### config.mk
export PLATFORM = sky130hd
export DESIGN_NAME = and_serial_flat
export DESIGN_NICKNAME = d
export VERILOG_FILES = /design/src/rtl/and_serial_if.sv /design/src/rtl/and_serial.sv /design/src/flat_wrapper.sv
export SDC_FILE = /design/constraint.sdc
export NUM_CORES = 1
export LEC_CHECK = 0
export ABC_AREA = 0
export CORE_ASPECT_RATIO = 1.25
export CORE_UTILIZATION = 25
export DETAILED_ROUTE_END_ITERATION = 6
export DONT_BUFFER_PORTS = 1
export GPL_TIMING_DRIVEN = 0
export HOLD_SLACK_MARGIN = 0.05
export SYNTH_ARGS = -nofsm -noshare
export SYNTH_HDL_FRONTEND = slang
export SYNTH_SLANG_ARGS = --single-unit
### constraint.sdc
create_clock -name clk -period 1.8 [get_ports clk]
set_clock_uncertainty 0.15 [all_clocks]
set_input_delay 0.27 -clock clk [delete_from_list [all_inputs] [get_ports clk]]
set_output_delay 0.27 -clock clk [all_outputs]
set_load 0.01 [all_outputs]
### src/rtl/and_serial_if.sv
// Handshake/result bundle for the bit-serial AND engine.
// Master drives the request side, the engine (slave) drives everything else.
interface and_serial_if #(
  parameter int WIDTH = 4
) ();
  localparam int IW = (WIDTH > 1) ? $clog2(WIDTH) : 1;

  logic             start;
  logic [WIDTH-1:0] a;
  logic [WIDTH-1:0] b;
  logic             ready;
  logic             sout;
  logic             sout_valid;
  logic [IW-1:0]    bit_idx;
  logic             done;
  logic [WIDTH-1:0] result;

  modport master (
    output start, a, b,
    input  ready, sout, sout_valid, bit_idx, done, result
  );

  modport slave (
    input  start, a, b,
    output ready, sout, sout_valid, bit_idx, done, result
  );
endinterface

### src/rtl/and_serial.sv
// Bit-serial AND engine: captures two operands, streams a&b LSB first,
// then publishes the assembled word with a one-cycle done pulse.
//
// state | meaning
// IDLE  | ready for a new start, outputs quiet
// SHIFT | one result bit on sout per cycle, bit_idx 0..WIDTH-1
// DONE  | result updated, done high for this single cycle
module and_serial #(
  parameter int WIDTH = 4
) (
  input  logic         clk,
  input  logic         rst_n,
  and_serial_if.slave  bus
);
  localparam int IW = (WIDTH > 1) ? $clog2(WIDTH) : 1;
  localparam logic [IW-1:0] LAST_IDX = IW'(WIDTH - 1);

  typedef enum logic [1:0] {
    IDLE  = 2'd0,
    SHIFT = 2'd1,
    DONE  = 2'd2
  } state_t;

  state_t           r_state;
  logic [WIDTH-1:0] r_a;
  logic [WIDTH-1:0] r_b;
  logic [WIDTH-1:0] r_acc;
  logic [WIDTH-1:0] r_result;
  logic [IW-1:0]    r_idx;
  logic             r_ready;
  logic             r_sout;
  logic             r_sout_valid;
  logic             r_done;

  logic             w_accept;
  logic [WIDTH-1:0] w_acc_next;

  assign w_accept   = bus.start & r_ready;
  // The bit currently on sout enters from the MSB end, so after WIDTH
  // shifts bit 0 has landed in the LSB position.
  assign w_acc_next = {r_sout, r_acc[WIDTH-1:1]};

  always_ff @(posedge clk or negedge rst_n) begin
    if (!rst_n) begin
      r_state      <= IDLE;
      r_a          <= '0;
      r_b          <= '0;
      r_acc        <= '0;
      r_result     <= '0;
      r_idx        <= '0;
      r_ready      <= 1'b1;
      r_sout       <= 1'b0;
      r_sout_valid <= 1'b0;
      r_done       <= 1'b0;
    end else begin
      case (r_state)
        IDLE: begin
          r_done <= 1'b0;
          if (w_accept) begin
            r_a          <= bus.a;
            r_b          <= bus.b;
            r_acc        <= '0;
            r_sout       <= bus.a[0] & bus.b[0];
            r_sout_valid <= 1'b1;
            r_idx        <= '0;
            r_ready      <= 1'b0;
            r_state      <= SHIFT;
          end
        end
        SHIFT: begin
          r_acc <= w_acc_next;
          if (r_idx == LAST_IDX) begin
            r_sout       <= 1'b0;
            r_sout_valid <= 1'b0;
            r_idx        <= '0;
            r_result     <= w_acc_next;
            r_done       <= 1'b1;
            r_state      <= DONE;
          end else begin
            r_a     <= r_a >> 1;
            r_b     <= r_b >> 1;
            r_sout  <= r_a[1] & r_b[1];
            r_idx   <= r_idx + IW'(1);
          end
        end
        DONE: begin
          r_done  <= 1'b0;
          r_ready <= 1'b1;
          r_state <= IDLE;
        end
        default: begin
          r_done       <= 1'b0;
          r_sout       <= 1'b0;
          r_sout_valid <= 1'b0;
          r_idx        <= '0;
          r_ready      <= 1'b1;
          r_state      <= IDLE;
        end
      endcase
    end
  end

  assign bus.ready      = r_ready;
  assign bus.sout       = r_sout;
  assign bus.sout_valid = r_sout_valid;
  assign bus.bit_idx    = r_idx;
  assign bus.done       = r_done;
  assign bus.result     = r_result;
endmodule

### src/flat_wrapper.sv
// flat-port wrapper written by rule: the top's interface ports become plain ports
module and_serial_flat 
#(
  parameter int WIDTH = 4
)
  (clk, rst_n, bus_start, bus_a, bus_b, bus_ready, bus_sout, bus_sout_valid, bus_bit_idx, bus_done, bus_result);
  and_serial_if #(.WIDTH(WIDTH)) bus_i ();
  input  logic clk;
  input  logic rst_n;
  input wire logic [$bits(bus_i.start)-1:0] bus_start;
  input wire logic [$bits(bus_i.a)-1:0] bus_a;
  input wire logic [$bits(bus_i.b)-1:0] bus_b;
  output wire logic [$bits(bus_i.ready)-1:0] bus_ready;
  output wire logic [$bits(bus_i.sout)-1:0] bus_sout;
  output wire logic [$bits(bus_i.sout_valid)-1:0] bus_sout_valid;
  output wire logic [$bits(bus_i.bit_idx)-1:0] bus_bit_idx;
  output wire logic [$bits(bus_i.done)-1:0] bus_done;
  output wire logic [$bits(bus_i.result)-1:0] bus_result;
  assign bus_i.start = bus_start;
  assign bus_i.a = bus_a;
  assign bus_i.b = bus_b;
  assign bus_ready = bus_i.ready;
  assign bus_sout = bus_i.sout;
  assign bus_sout_valid = bus_i.sout_valid;
  assign bus_bit_idx = bus_i.bit_idx;
  assign bus_done = bus_i.done;
  assign bus_result = bus_i.result;
  and_serial #(.WIDTH(WIDTH)) u_core (.clk(clk), .rst_n(rst_n), .bus(bus_i));
endmodule
Yosys cells after proc, flatten, opt, wreduce, memory -nomap -nowiden
Index checks and enable logic that the tools add are counted.
{ "totals": {"ff_bits": 24, "latch_bits": 0, "mem_bits_rw": 0, "romBits": 0, "inputBits": 11, "output_inout_bits": 10, "elab_cells": 55, "n_memories": 0} }
{ "classes": {"add_sub_neg": 1, "multipliers": 0, "div": 0, "n_lt_le_gt_ge": 0, "eq_ne": 6, "n_shift": 0, "muxes": 24, "bitwise_logic": 5, "n_reduce_logical": 9} }
{ "op_table": {"columns": ["op", "count"], "rows": [
  ["case mux 4 bit (2 select lines)", 3],
  ["2-to-1 mux 4 bit", 5],
  ["AND reduction 2 bit", 5],
  ["2-to-1 mux 2 bit", 4],
  ["2-to-1 mux 1 bit", 7],
  ["case mux 1 bit (3 select lines)", 2],
  ["case mux 2 bit (3 select lines)", 1],
  ["AND reduction 3 bit", 2],
  ["equality test 2 bit (second input constant)", 2],
  ["inequality test 2 x 1 -> 1 bit (second input constant)", 2],
  ["case mux 2 bit (2 select lines)", 1],
  ["AND 1 bit", 3],
  ["adder 2 x 1 -> 2 bit (second input constant)", 1],
  ["equality test 2 x 1 -> 1 bit (second input constant)", 1],
  ["zero test 2 bit", 1],
  ["inequality test 2 bit (second input constant)", 1],
  ["NOT 1 bit", 2],
  ["case mux 1 bit (2 select lines)", 1],
  ["nonzero test 2 bit", 1]
]} }

Depth between registers and ports, before layout
Gate-level depths: netlist of run 1.
{ "logic_depth": {"ltp_word": 3, "ltp_mapped": 4} }

Least setup slack after synthesis of run 1
Ideal clock, no wire load.
{ "synth_path": {"kind": "register -> register", "start": "reg u_core.r_idx[0], in the netlist u_core.bus.bit_idx[0]", "end": "reg u_core.r_a[1]", "setup_time_ns": 0.125, "t_arrival_ns": 1.509, "t_required_ns": 1.525, "setup_slack_ns": 0.016, "stages_incl_launch_ff": 5, "period_less_slack_ns": 1.784, "cell_sequence": "dfrtp_1 -> ha_1 -> or3b_4 -> o31ai_4 -> mux2_4"} }
{ "synth_between": {"elab_chain_len": 3} }
{ "synth_lines": {"columns": ["item", "line", "source"], "rows": [
  ["from (decl)", "and_serial.sv:29", "logic [IW-1:0] r_idx;"],
  ["from (signal assigned)", "and_serial.sv:83", "r_idx <= r_idx + IW'(1);"],
  ["equality test 2 bit", "and_serial.sv:72", "if (r_idx == LAST_IDX) begin"],
  ["inequality test 2 bit (no source line)", null, null],
  ["AND reduction 3 bit (no source line)", null, null],
  ["to (signal assigned)", "and_serial.sv:60", "r_a <= bus.a;"],
  ["to (signal assigned)", "and_serial.sv:80", "r_a <= r_a >> 1;"],
  ["to (decl)", "and_serial.sv:25", "logic [WIDTH-1:0] r_a;"]
]} }
Every way passes these cells.
A chain may end at the register's enable or synchronous reset.

Worst setup path in the final report of run 1
{ "layout_path": {"start": "reg u_core.r_idx[0], in the netlist u_core.bus.bit_idx[0]", "end": "reg u_core.r_a[2]"} }
The elaborated chain is that of the path after synthesis.

==> results of run 1 <==
## cells in the final DEF (no fill, tap or decap), types with 3 or more instances in the layout
cell and instances:
a22o_2 5, clkbuf_8 3, dfrtp_1 18, mux2_2 5, mux2_4 7, nand2_1 5
## cell type report
type / count / share of cell area [%]
Sequential cell: 21 / 48.01
Multi-Input combinational cell: 44 / 38.02
Tap cell: 39 / 4.427
Clock buffer: 3 / 3.746
Timing Repair Buffer: 4 / 3.178
Buffer: 2 / 1.476
Inverter: 2 / 0.6810
Clock inverter: 1 / 0.4540
## flip-flops by register name, summed over array words and instances, names as in the netlist
name                   cells
u_core.r_state             2
u_core.bus.bit_idx         2
u_core.r_acc               3
u_core.bus.result          4
u_core.r_a                 3
u_core.bus.sout_valid      1
u_core.bus.sout            1
u_core.bus.ready           1
u_core.r_b                 3
u_core.bus.done            1
## what timing repair did
item	CTS	global route
gates resized for setup	4	0
hold endpoints to repair	22	0
hold buffers	2	0
setup endpoints to repair	4	4
setup buffers	0	2
pin swaps	0	1
## layer usage
| metal | GRT usage, % | vias up | share of wire [%] |
|---|---|---|---|
| met5 | 0 | - | 0 |
| met1 | 12.78 | 294 | 43 |
| met2 | 15.50 | 12 | 50 |
| li1 | - | 268 | - |
| met4 | 5.691 | 0 | 1.7 |
| met3 | 2.377 | 2 | 4.5 |
## where the power goes
group / total, uW / switching (uW) / internal [uW]
clock network: 309 / 154 / 154
logic: 492 / 180 / 312
registers: 833 / 186 / 647
## metrics by stage
| step | hold slack (ps) | setup WS [ps] | util (%) | area, um2 |
|---|---|---|---|---|
| final | 63.66 | 37.20 | 30.85 | 1102 |
| after global routing | 75.58 | 11.99 | 30.85 | 1102 |
| after CTS | 59.95 | 16.02 | 30.43 | 1087 |
| after detailed placement | -175.3 | -101.9 | 28.15 | 1006 |
| after global placement | -175.2 | -70.13 | 28.15 | 1006 |
| after floorplan | -175.6 | 16.45 | - | 957.2 |
## cells in the mapped netlist
library cell and n:
dfrtp_1 20, mux2_4 7, a22o_2 5, mux2_2 5
nand2_1 5, a21o_2 2, a22oi_1 2, inv_1 2
nor2_1 2, o21ai_0 2, o22ai_1 2, a21oi_1 1
and2_1 1, and3b_2 1, buf_2 1, buf_6 1
dfstp_2 1, ha_1 1, mux2i_1 1, nand2b_1 1
nor2b_2 1, o21a_1 1, o22a_1 1, o31ai_4 1
or2_2 1, or3b_4 1
## cell families after synthesis
kind of cell | Yosys count
DFF | 21
AOI/OAI and AO/OA | 17
muxes | 13
and+or+nand+nor | 13
buffers and inverters | 4
adders and majority gates | 1
## worst min path at each step
stage                       endpoint  slack, ps  depth (start not counted)
6_report               u_core.r_a[3]         60                          2
5_1_grt                u_core.r_a[3]         80                          2
4_1_cts                u_core.r_a[3]         60                          2
3_5_place_dp    u_core.bus.result[0]       -180                          0
3_3_place_gp    u_core.bus.result[1]       -180                          0
2_1_floorplan  u_core.bus.bit_idx[0]       -180                          0
## critical path: stages (launching register included)
cell and delay [ps]:
dfrtp_2 470, ha_4 190, or3b_4 390, o31ai_4 120, mux2_4 340
==> results.json, run 1 <==
{
  "syn_nets": 81,
  "drive_above_1_share_pct": 46.75,
  "syn_to_final_growth_pct": 15.16,
  "setup_viol": 0,
  "startpoint": "u_core.bus.bit_idx[0]",
  "min_from": "bus_a[3]",
  "row_count": 24,
  "end_kind": "register",
  "drt_iter0_markers": 6,
  "clockBufferDepth": 2,
  "max_freq_mhz": 567.3,
  "synth_top_area_share_pct": 52.29,
  "routabilityCongestion": 0.6585,
  "insertion_delay_ps": 260,
  "netlist_top_cells_area": "dfrtp_1 52%, mux2_4 11%, mux2_2 5.9%, a22o_2 5.2%, dfstp_2 2.7%",
  "slew_viol_final": 0,
  "die_y_um": 71.18,
  "synthAdderAreaFrac_pct": 1.307,
  "fillers": 355,
  "synth_mux_area_share_pct": 17.91,
  "grt_pass1_vias": 624,
  "reg2regPathDepth": 4,
  "finalNonFillerCells": 116,
  "insertedDiodeCount": 0,
  "min_path_type": "in2reg",
  "ir_drop_mv": 0.3352,
  "grt.total_usage_pct": 10.05,
  "regArea_um2": 529.3,
  "synth-seq-area-share_pct": 55.03,
  "wl_per_cell_um": 15.99,
  "grt_first_pass_wirelength_mm": 3.111,
  "drc": 0,
  "reg2reg_from": "u_core.bus.bit_idx[0]",
  "core_area_um2": 3573,
  "synth_largest_area_cell": "dfrtp_1",
  "slew_headroom_pct": 37.40,
  "synth_area_um2": 957.2,
  "grt_max_degree": 22,
  "synthCells": 69,
  "r2r_end": "u_core.r_a[2]",
  "worst_ep_required_time_ps": 1800,
  "nets": 90,
  "fin_crit_ps": 1763,
  "yosys.area_share.simple_pct": 7.843,
  "drt_pass1_iterations": 4,
  "synth_cell_type_count": 26,
  "die_w_um": 57.35,
  "synth_top_family_by_area": "multiplexers",
  "crit_end": "u_core.r_a[2]",
  "multi_input_area_um2": 419.2,
  "vias": 576,
  "cp_max_fo": 5,
  "wirelength_mm": 1.855,
  "period_share_pct": 97.93,
  "cts_sinks": 21,
  "start_util_pct": 26.79,
  "cts.htree.levels": 1,
  "r2r_setup_slack_ps": 40,
  "maxCapViolations": 0,
  "synth_xor_area_share_pct": 0,
  "ys_seq_elements": 21,
  "power_density_nw_per_um2": 1482,
  "p_leak_uw": 0.0005081,
  "viasPerCell": 4.966,
  "crit_type": "reg2reg",
  "cts_tree": "built",
  "dpl.hpwl_mm": 1.334,
  "place_inst": 108,
  "arrival_ps": 1760,
  "finalSetupTns_ps": 0,
  "hold_violations": 0,
  "pin_count": 21,
  "status": "finished clean",
  "syn_area_per_cell_um2": 13.87,
  "cts.clk_slew.worst_paths_ps": 80,
  "yosysWarnings": 0,
  "antenna_found_initial": 0,
  "synth-compound-area-share_pct": 15.42,
  "tightest_slew_ps": 935.9,
  "drtAntennaViolNets": 0,
  "ctsRootBufferMaster": "clkbuf_8",
  "die_area_um2": 4082,
  "p_total_uw": 1634,
  "numCtsBuffers": 3,
  "startpoint_type": "register",
  "io_buffer_count": 0,
  "rsz0062_at_grt": "no",
  "grt_overflow": 0
}
(Power assumes the default switching activity.)
==> inputs of run 2 (changes only) <==
--- a/config.mk
+++ b/config.mk
@@ -11,7 +11,8 @@
 export DETAILED_ROUTE_END_ITERATION = 6
 export DONT_BUFFER_PORTS = 1
 export GPL_TIMING_DRIVEN = 0
-export HOLD_SLACK_MARGIN = 0.05
+export HOLD_SLACK_MARGIN = 0.1
+export SKIP_CTS_REPAIR_TIMING = 1
 export SYNTH_ARGS = -nofsm -noshare
 export SYNTH_HDL_FRONTEND = slang
 export SYNTH_SLANG_ARGS = --single-unit
==> constraint.sdc (replaced) <==
create_clock -name clk -period 2.1 [get_ports clk]
set_clock_uncertainty 0.15 [all_clocks]
set_input_delay 0.315 -clock clk [delete_from_list [all_inputs] [get_ports clk]]
set_output_delay 0.315 -clock clk [all_outputs]
set_load 0.01 [all_outputs]
==> run 2 against run 1 <==
Against the previous run:
- fmax down 7.9%
- worst hold slack gained 47 ps
- via count shrank 1.9%
- non-clock buffer count fell by 2
- largest cell class unchanged
==> results.json, run 2 (same netlist as run 1, synthesis figures left out) <==
{
  "status": "finished clean",
  "reg2reg_from": "u_core.bus.bit_idx[0]",
  "pin_count": 21,
  "die_w_um": 57.35,
  "grt_first_pass_wirelength_mm": 3.077,
  "min_from": "bus_a[3]",
  "viasPerCell": 4.956,
  "ir_drop_mv": 0.2674,
  "setup_viol": 0,
  "fin_area_um2": 1072,
  "mostFrequentLayoutCells": "20 x dfrtp_1, 7 x mux2_4, 5 x nand2_1, 5 x mux2_2, 5 x a22o_2",
  "insertedDiodeCount": 0,
  "tightest_slew_ps": 945.4,
  "final_common_cell": "dfrtp_1",
  "row_count": 24,
  "slew_headroom_pct": 36.77,
  "ctsRootBufferMaster": "clkbuf_8",
  "drt_pass1_iterations": 4,
  "arrival_ps": 1920,
  "drt_iter0_markers": 4,
  "slew_viol_final": 0,
  "nets": 88,
  "largest_register_ffs": 4,
  "clockBufferDepth": 2,
  "insertion_delay_ps": 260,
  "hold_end": "u_core.r_a[3]",
  "maxCapViolations": 0,
  "place_ws_ps": 198.1,
  "routabilityCongestion": 0.6585,
  "wl_per_cell_um": 16.11,
  "period_share_pct": 91.19,
  "slowest_delay_ps": 460,
  "die_y_um": 71.18,
  "min_path_type": "in2reg",
  "wirelength_mm": 1.836,
  "antenna_found_initial": 0,
  "syn_to_final_growth_pct": 12.03,
  "drc": 0,
  "dpl.hpwl_mm": 1.334,
  "reg2regPathDepth": 4,
  "fin_crit_ps": 1915,
  "slowest_stage": "dfrtp_1",
  "cts.htree.levels": 1,
  "cp.buffers_inverters": 0,
  "grt_max_degree": 22,
  "path_cells": "ha_1 -> or3b_4 -> o31ai_4 -> mux2_4",
  "cts_sinks": 21,
  "cts.clk_slew.worst_paths_ps": 70,
  "grt_overflow": 0,
  "hold_violations": 0,
  "drive_above_1_share_pct": 41.33,
  "core_area_um2": 3573,
  "numCtsBuffers": 3,
  "power_density_nw_per_um2": 1268,
  "r2r_end": "u_core.r_a[2]",
  "end_kind": "register",
  "r2r_setup_slack_ps": 180,
  "vias": 565,
  "regArea_um2": 526.8,
  "startpoint_type": "register",
  "rsz0062_at_grt": "no",
  "drtAntennaViolNets": 0,
  "max_freq_mhz": 522.2,
  "place_area_um2": 1006,
  "start_util_pct": 26.79,
  "cp_max_fo": 6,
  "crit_type": "reg2reg",
  "hold_path_depth": 2,
  "cp_top_family": "flip-flops",
  "multi_input_area_um2": 406.6,
  "worst_ep_required_time_ps": 2100,
  "grt.total_usage_pct": 9.970,
  "die_area_um2": 4082,
  "finalSetupTns_ps": 0,
  "fin_ws_ps": 185.0,
  "grt_pass1_vias": 614,
  "p_leak_uw": 0.0005007,
  "fillers": 357,
  "io_buffer_count": 0,
  "cts_tree": "built"
}
==> run 2: cell types whose count changed in the layout (fill, tap and decap cells not counted), sizes merged <==
cell	change
buf	-2
==> run 2: metal layers <==
metal  up-vias  wire length, um  global-route usage [%]
met5         -                0                       0
met4         0               32                   5.691
met3         2               80                   2.377
met2        12              910                   15.25
met1       286              812                   12.78
li1        265                -                       -
==> run 2: worst max path at each step <==
stage / startpoint / end / slack (ps) / cells after the start
2_1_floorplan: u_core.bus.bit_idx[0] / u_core.r_a[1] / 320 / 4
3_3_place_gp: u_core.bus.bit_idx[0] / u_core.r_a[2] / 230 / 4
4_1_cts: u_core.bus.bit_idx[0] / u_core.r_a[2] / 190 / 4
6_report: u_core.bus.bit_idx[0] / u_core.r_a[2] / 180 / 4
5_1_grt: u_core.bus.bit_idx[0] / u_core.r_a[2] / 150 / 4
3_5_place_dp: u_core.bus.bit_idx[0] / u_core.r_a[1] / 200 / 4
==> run 2: cell type report <==
type,count,area share [%]
Sequential cell,21,49.12
Clock buffer,3,3.851
Multi-Input combinational cell,44,37.92
Clock inverter,1,0.4667
Inverter,2,0.7001
Timing Repair Buffer,2,1.867
Buffer,2,1.517
Tap cell,39,4.551
==> run 2: power breakdown <==
| part | leakage, uW | switching (uW) | internal (uW) |
|---|---|---|---|
| Sequential | 0.000266 | 150 | 551 |
| Clock | 0.0000255 | 132 | 132 |
| Combinational | 0.000210 | 150 | 243 |
| Total | 0.000501 | 433 | 927 |
==> run 2: metrics by stage <==
stage          cells  util, %  total power, uW  hold WS [ps]
2_1_floorplan     69        -             1008        -130.6
3_3_place_gp     108    28.15             1070        -130.2
3_5_place_dp     108    28.15             1096        -130.3
4_1_cts          112    29.45             1369        -422.0
5_1_grt          114    30.01             1440         120.6
6_report         114    30.01             1360         110.7
==> run 2: worst register-to-register path, delay by kind of cell (launching register included) <==
kind,cells,cell delay (ps)
AOI/OAI and AO/OA,1,120
muxes,1,340
adders and majority gates,1,320
DFF,1,460
and+or+nand+nor,1,420
